==> src/rtl/phase_ctrl_gen.sv <==
// Phase accumulator command generator: a sample-rate divider issues advance commands,
// and a one-deep holding register buffers host increments for issue as load commands.
module phase_ctrl_gen #(
    parameter int unsigned SAMPLE_DIV = 1134,
    parameter logic [3:0]  CTRL_ADV   = 4'b0001,
    parameter logic [3:0]  CTRL_LOAD  = 4'b1001
) (
    input  logic        clk,
    input  logic        reset_n,
    input  logic        enable,
    input  logic        inc_valid,
    input  logic [15:0] inc_data,
    output logic        inc_ready,
    output logic [3:0]  phase_ctrl,
    output logic [15:0] phase_data,
    output logic        tick
);

    typedef enum logic [1:0] {IDLE, PEND, DRAIN} state_t;

    localparam logic [10:0] DIV_LAST = 11'(SAMPLE_DIV - 1);

    state_t      state, state_nxt;
    logic [10:0] div_cnt;
    logic [15:0] hold_data;
    logic        hold_full, hold_full_nxt;
    logic        load_q;
    logic        load_go;
    logic        adv_due;
    logic        handshake;

    assign adv_due   = enable && (div_cnt == DIV_LAST);
    assign handshake = inc_valid && inc_ready;

    always_ff @(posedge clk or negedge reset_n) begin
        if (!reset_n) begin
            div_cnt <= '0;
        end else if (!enable) begin
            div_cnt <= '0;
        end else if (div_cnt == DIV_LAST) begin
            div_cnt <= '0;
        end else begin
            div_cnt <= div_cnt + 11'd1;
        end
    end

    always_ff @(posedge clk or negedge reset_n) begin
        if (!reset_n) begin
            state <= IDLE;
        end else begin
            state <= state_nxt;
        end
    end

    // PEND holds until the load it requested is actually on phase_ctrl (load_q),
    // so DRAIN always follows the visible load cycle.
    always_comb begin
        state_nxt = state;
        case (state)
            IDLE:    if (handshake) state_nxt = PEND;
            PEND:    if (load_q) state_nxt = DRAIN;
            DRAIN:   state_nxt = IDLE;
            default: state_nxt = IDLE;
        endcase
    end

    always_comb begin
        load_go       = (state == PEND) && !load_q && !adv_due;
        hold_full_nxt = hold_full;
        if (handshake) begin
            hold_full_nxt = 1'b1;
        end else if (state == DRAIN) begin
            hold_full_nxt = 1'b0;
        end
    end

    always_ff @(posedge clk or negedge reset_n) begin
        if (!reset_n) begin
            hold_full <= 1'b0;
            hold_data <= '0;
            inc_ready <= 1'b0;
            load_q    <= 1'b0;
        end else begin
            hold_full <= hold_full_nxt;
            inc_ready <= !hold_full_nxt;
            load_q    <= load_go;
            if (handshake) begin
                hold_data <= inc_data;
            end
        end
    end

    // Advance always wins the command slot; load_go already excludes advance cycles.
    always_ff @(posedge clk or negedge reset_n) begin
        if (!reset_n) begin
            phase_ctrl <= '0;
            phase_data <= '0;
            tick       <= 1'b0;
        end else begin
            tick <= adv_due;
            if (adv_due) begin
                phase_ctrl <= CTRL_ADV;
            end else if (load_go) begin
                phase_ctrl <= CTRL_LOAD;
                phase_data <= hold_data;
            end else begin
                phase_ctrl <= '0;
            end
        end
    end

endmodule
==> config.mk <==
export PLATFORM = sky130hd
export DESIGN_NAME = phase_ctrl_gen
export DESIGN_NICKNAME = d
export VERILOG_FILES = /design/src/rtl/phase_ctrl_gen.sv
export SDC_FILE = /design/constraint.sdc
export NUM_CORES = 1
export LEC_CHECK = 0
export ABC_AREA = 0
export CAP_MARGIN = 20
export CELL_PAD_IN_SITES_DETAIL_PLACEMENT = 2
export CELL_PAD_IN_SITES_GLOBAL_PLACEMENT = 2
export CORE_ASPECT_RATIO = 1.25
export CORE_MARGIN = 2
export CORE_UTILIZATION = 39
export CTS_BUF_LIST = sky130_fd_sc_hd__clkbuf_4 sky130_fd_sc_hd__clkbuf_8
export DETAILED_ROUTE_END_ITERATION = 10
export PLACE_DENSITY_LB_ADDON = 0.1
export SLEW_MARGIN = 20
export SYNTH_ARGS = -nofsm -noshare
export SYNTH_HDL_FRONTEND = slang
export SYNTH_SLANG_ARGS = --single-unit
==> constraint.sdc <==
create_clock -name clk -period 2.9 [get_ports clk]
set_input_delay 0.58 -clock clk [delete_from_list [all_inputs] [get_ports clk]]
set_output_delay 0.58 -clock clk [all_outputs]
set_load 0.01 [all_outputs]
=== Yosys cells after proc, flatten, opt, wreduce, memory -nomap -nowiden ===
Cells that the tools add are included.

* Word-level logic and storage cells: 35
* Output and inout port bits: 22
* Register bits: 53

* Multiplexer cells: 9
* Equality and inequality tests: 5
* Reductions and logical operators: 10
* Bitwise gates (word level): 1
* Add/sub/neg operators: 1

{| class="wikitable"
|+ Operators with widths
! kind !! number
|-
| $mux W11 || 2
|-
| $add A11 B1 Y11 const B || 1
|-
| $eq A11 B11 Y1 const B || 1
|-
| $mux W4 || 2
|-
| $logic_and A1 B1 Y1 || 4
|-
| $mux W2 || 2
|-
| $ne A2 B2 Y1 const B || 2
|-
| $pmux W2 S2 || 1
|-
| $reduce_and A2 Y1 || 2
|-
| $logic_not A1 Y1 || 3
|-
| $eq A2 B1 Y1 const B || 1
|-
| $eq A2 B2 Y1 const B || 1
|-
| $logic_not A2 Y1 || 1
|-
| $mux W1 || 2
|-
| $not A1 Y1 || 1
|}

=== Logic depth before layout (Yosys ltp) ===
* Depth after elaboration: 6
* Depth in mapped cells: 8
* Gate-level depth less buffers: 6

=== Least setup slack after synthesis ===
Ideal clock, no wire load.

* Kind: register to register
* Start: register div_cnt[1]
* End: register phase_data[10]
* Arrival: 1.541 ns
* Path slack: 1.234 ns
* Clock period less this slack: 1.666 ns
* Setup time: 0.125 ns
* Data required time: 2.775 ns
* Stages on the path, launching flop included: 9
* Cells stage by stage: dfrtp_1 -> inv_1 -> ha_1 -> and4bb_1 -> nand4_2 -> nand2b_2 -> buf_6 -> buf_12 -> mux2_4

* Word-level cells in the longest chain between the ends: 5
* Elaborated cells between the ends (all ways): 6
* Classes of those cells: eq/ne: 1; bitwise: 1; reduce/logical: 4

{| class="wikitable"
|+ RTL lines
! what !! line !! RTL
|-
| start: declaration || 24 || <nowiki>logic [10:0] div_cnt;</nowiki>
|-
| start signal: assignment || 43 || <nowiki>div_cnt <= div_cnt + 11'd1;</nowiki>
|-
| $eq A11 B11 Y1 (*) || 32 || <nowiki>assign adv_due = enable && (div_cnt == DIV_LAST);</nowiki>
|-
| $logic_and A1 B1 Y1 (*) || 32 ||
|-
| $logic_not A1 Y1 || 68 || <nowiki>load_go = (state == PEND) && !load_q && !adv_due;</nowiki>
|-
| $logic_and A1 B1 Y1 || 68 ||
|-
| $reduce_and A2 Y1 (no line) (*) || n/a ||
|-
| end signal: assignment || 105 || <nowiki>phase_data <= hold_data;</nowiki>
|-
| end: declaration || 15 || <nowiki>output logic [15:0] phase_data,</nowiki>
|}

Every way passes the cells marked *; elsewhere a longest branch is shown, timed or not.
A chain may end at the register's enable or synchronous reset.

=== Worst setup path after layout ===
* Start: register div_cnt[1]
* End: register phase_data[12]

The elaborated chain is that of the path after synthesis.

==> results.json <==
{
  "post_cts_resized": 0,
  "ir_drop_mv": 0.426,
  "fmax_mhz": 499,
  "insertion_delay_ns": 0.31,
  "track_usage_pct": 16.5,
  "cts_buffers": 5,
  "clk_pin_slew_ns": 0.10,
  "boundaryPins": 42,
  "cts_sinks": 50,
  "h-tree-depth": 2,
  "worst_r2r_endpoint": "phase_data[12]$_DFFE_PN0P_",
  "die_y_um": 84.9,
  "antenna_found_initial": 0,
  "viasPerCell": 4.91,
  "post-cts-setup-buffers": 0,
  "setup_viol": 0,
  "synthCells": 143,
  "r2r_start": "div_cnt[1]$_DFF_PN0_",
  "dr.pass1.iters": 3,
  "coreArea_mm2": 0.00508,
  "ant_nets": 0,
  "dp_hpwl_um": 3030,
  "holdBufCountCts": 0,
  "max_slew_margin_pct": 43.0,
  "fin_skew_ns": 0.0131,
  "worst_pin_slew_ns": 0.854,
  "cp.required_ns": 3.09,
  "fin_hold_ws_ns": 0.230,
  "power_density_mw_per_mm2": 964,
  "cp_max_fo": 17,
  "die_x_um": 68.7,
  "grt-ovfl-total": 0,
  "synth_area_leaders": "dfrtp_1, mux2_2, mux2_4",
  "yosysSeqAreaShare_pct": 61.2,
  "netlist_area_mm2": 0.00204,
  "path_class": "reg2reg",
  "post-route-util_pct": 50.1,
  "synth_top_area_share_pct": 61.2,
  "cp.arrival_ns": 2.19,
  "initial_core_util_pct": 40.2,
  "reg2reg_slack_ns": 0.90,
  "post_synth.cell_area_avg_um2": 14.3,
  "wl_per_cell_um": 17.1,
  "place_inst": 238,
  "cts_root_buffer": "clkbuf_8",
  "dpl_cell_area_mm2": 0.00245,
  "fillers": 500,
  "die-area_mm2": 0.00584,
  "final_max_slew_viol_count": 0,
  "core.rowCount": 29,
  "grt_first_pass_wirelength_um": 7000,
  "dr.first_iter.drc_count": 37,
  "timing.final.crit_share_pct": 69.1,
  "leakage_nw": 1.18,
  "end_kind": "flop",
  "grt_max_degree": 29,
  "via_count": 1207,
  "worstHoldPathType": "in2async",
  "rsz0062_at_grt": "no",
  "hold_viol": 0,
  "io_buffers": 39,
  "ys_warn_count": 0,
  "synth_top_area_cell": "dfrtp_1",
  "gp_congestion": 0.700,
  "layout-drive-gt1-share_pct": 25.0,
  "critPathLaunchType": "flop",
  "cts_tree": "yes",
  "clockBufferDepth": 2,
  "area_growth_pct": 24.6,
  "status": "completed",
  "synth_seq_cells": 50,
  "final.setup.tns_ns": 0,
  "drt_wl_total_um": 4200,
  "ys_types": 28,
  "drc": 0,
  "fin_area_mm2": 0.00254,
  "drv_cap": 0,
  "grt_pass1_vias": 1425,
  "fin_nets": 205,
  "antenna_cells": 0,
  "ff2ff_path_depth": 6,
  "period_needed_ns": 2.00,
  "final_cells": 246
}
[registers in the layout (all words and copies together) (netlist names)]
name	count
phase_ctrl	2
tick	1
phase_data	16
state	2
div_cnt	11
hold_full	1
hold_data	16
inc_ready	1
[per-layer routing]
metal	share of wire (%)	global-route usage (%)	up-vias
met1	41	19.2	628
li1	-	-	550
met2	54	28.2	23
met5	0	0	-
met4	1.6	5.88	0
met3	3.7	4.77	6
[worst max-delay path: stages (launching register included)]
cell      delay [ns]
dfrtp_1         0.43
inv_1           0.07
ha_1            0.12
and4bb_1        0.25
nand4_2         0.15
nand2b_2        0.45
mux2_2          0.40
[where the power goes]
part           internal, W  leakage [nW]  switching, W  total [W]
Combinational     0.000583         0.510      0.000321   0.000904
Clock             0.000192        0.0472      0.000236   0.000428
Sequential        0.000970         0.621      0.000152    0.00112
Total              0.00174          1.18      0.000709    0.00245
[Yosys cell counts]
master and number:
nand2b_2 1, nand4_1 2, nand3b_1 1, xnor2_1 1
mux2_4 9, nand2_1 7, buf_4 3, and4bb_1 1
ha_1 2, nand4_2 1, and4_1 1, xor2_1 8
and4_2 1, o21ai_0 1, and2_1 1, dfrtp_1 50
and4bb_2 1, buf_2 2, conb_1 1, nand3_1 4
mux2_2 23, clkbuf_1 1, inv_1 5, nor2_1 11
and3_1 2, buf_12 1, o31ai_1 1, buf_6 1
[cells in the final DEF, fill, tap and decap left out]
cell type / n
clkinvlp_4: 1
nand2b_2: 1
nor2_1: 11
o31ai_1: 1
nand4_2: 1
nand3b_1: 1
clkbuf_8: 6
and4_1: 1
nand4_1: 2
clkinv_2: 1
inv_1: 5
mux2_2: 23
conb_1: 2
xnor2_1: 1
and4bb_2: 1
dfrtp_1: 50
and3_1: 2
nand3_1: 4
and2_1: 1
buf_4: 1
mux2_4: 9
o21ai_0: 1
and4_2: 1
clkdlybuf4s50_1: 38
and4bb_1: 1
buf_2: 1
ha_1: 2
nand2_1: 7
xor2_1: 8
[through the flow]
step,setup slack [ns],power [W]
2_1_floorplan,1.23,0.00167
3_3_place_gp,0.739,0.00200
3_5_place_dp,0.689,0.00206
4_1_cts,0.853,0.00250
5_1_grt,0.741,0.00261
6_report,0.896,0.00245
[area by class of cell]
cell class / count / area [um2] / share of cell area (%)
sequential: 50 / 1250 / 49.2
multi-input combinational: 81 / 709 / 27.9
tap: 62 / 77.6 / 3.05
clock buffer: 6 / 82.6 / 3.24
timing repair buffer: 40 / 393 / 15.4
clock inverter: 2 / 12.5 / 0.492
inverter: 5 / 18.8 / 0.737
[how the worst max path moves through the flow]
stage	startpoint	cells after the start	endpoint
after floorplan	div_cnt[1]$_DFF_PN0_	8	phase_data[10]$_DFFE_PN0P_
after global placement	enable	4	phase_data[1]$_DFFE_PN0P_
after detailed placement	enable	4	phase_data[12]$_DFFE_PN0P_
after CTS	div_cnt[1]$_DFF_PN0_	6	phase_data[12]$_DFFE_PN0P_
after global routing	div_cnt[1]$_DFF_PN0_	6	phase_data[0]$_DFFE_PN0P_
final	div_cnt[1]$_DFF_PN0_	6	phase_data[12]$_DFFE_PN0P_
[logic make-up (layout without fill, tap and decap cells)]
kind of cell               count (synthesis)  count (layout)  share of synthesized area, %
DFF                                       50              50                          61.2
xor gates and xnor gates                   9               9                          3.86
buffers and inverters                     13              53                          4.23
muxes                                     32              32                          19.3
AOI/OAI and AO/OA                          2               2                         0.612
adders and majority gates                  2               2                          1.22
and+or+nand+nor                           34              34                          9.37
other                                      1               2                         0.184
No activity file was read; power rests on OpenSTA's default activity.
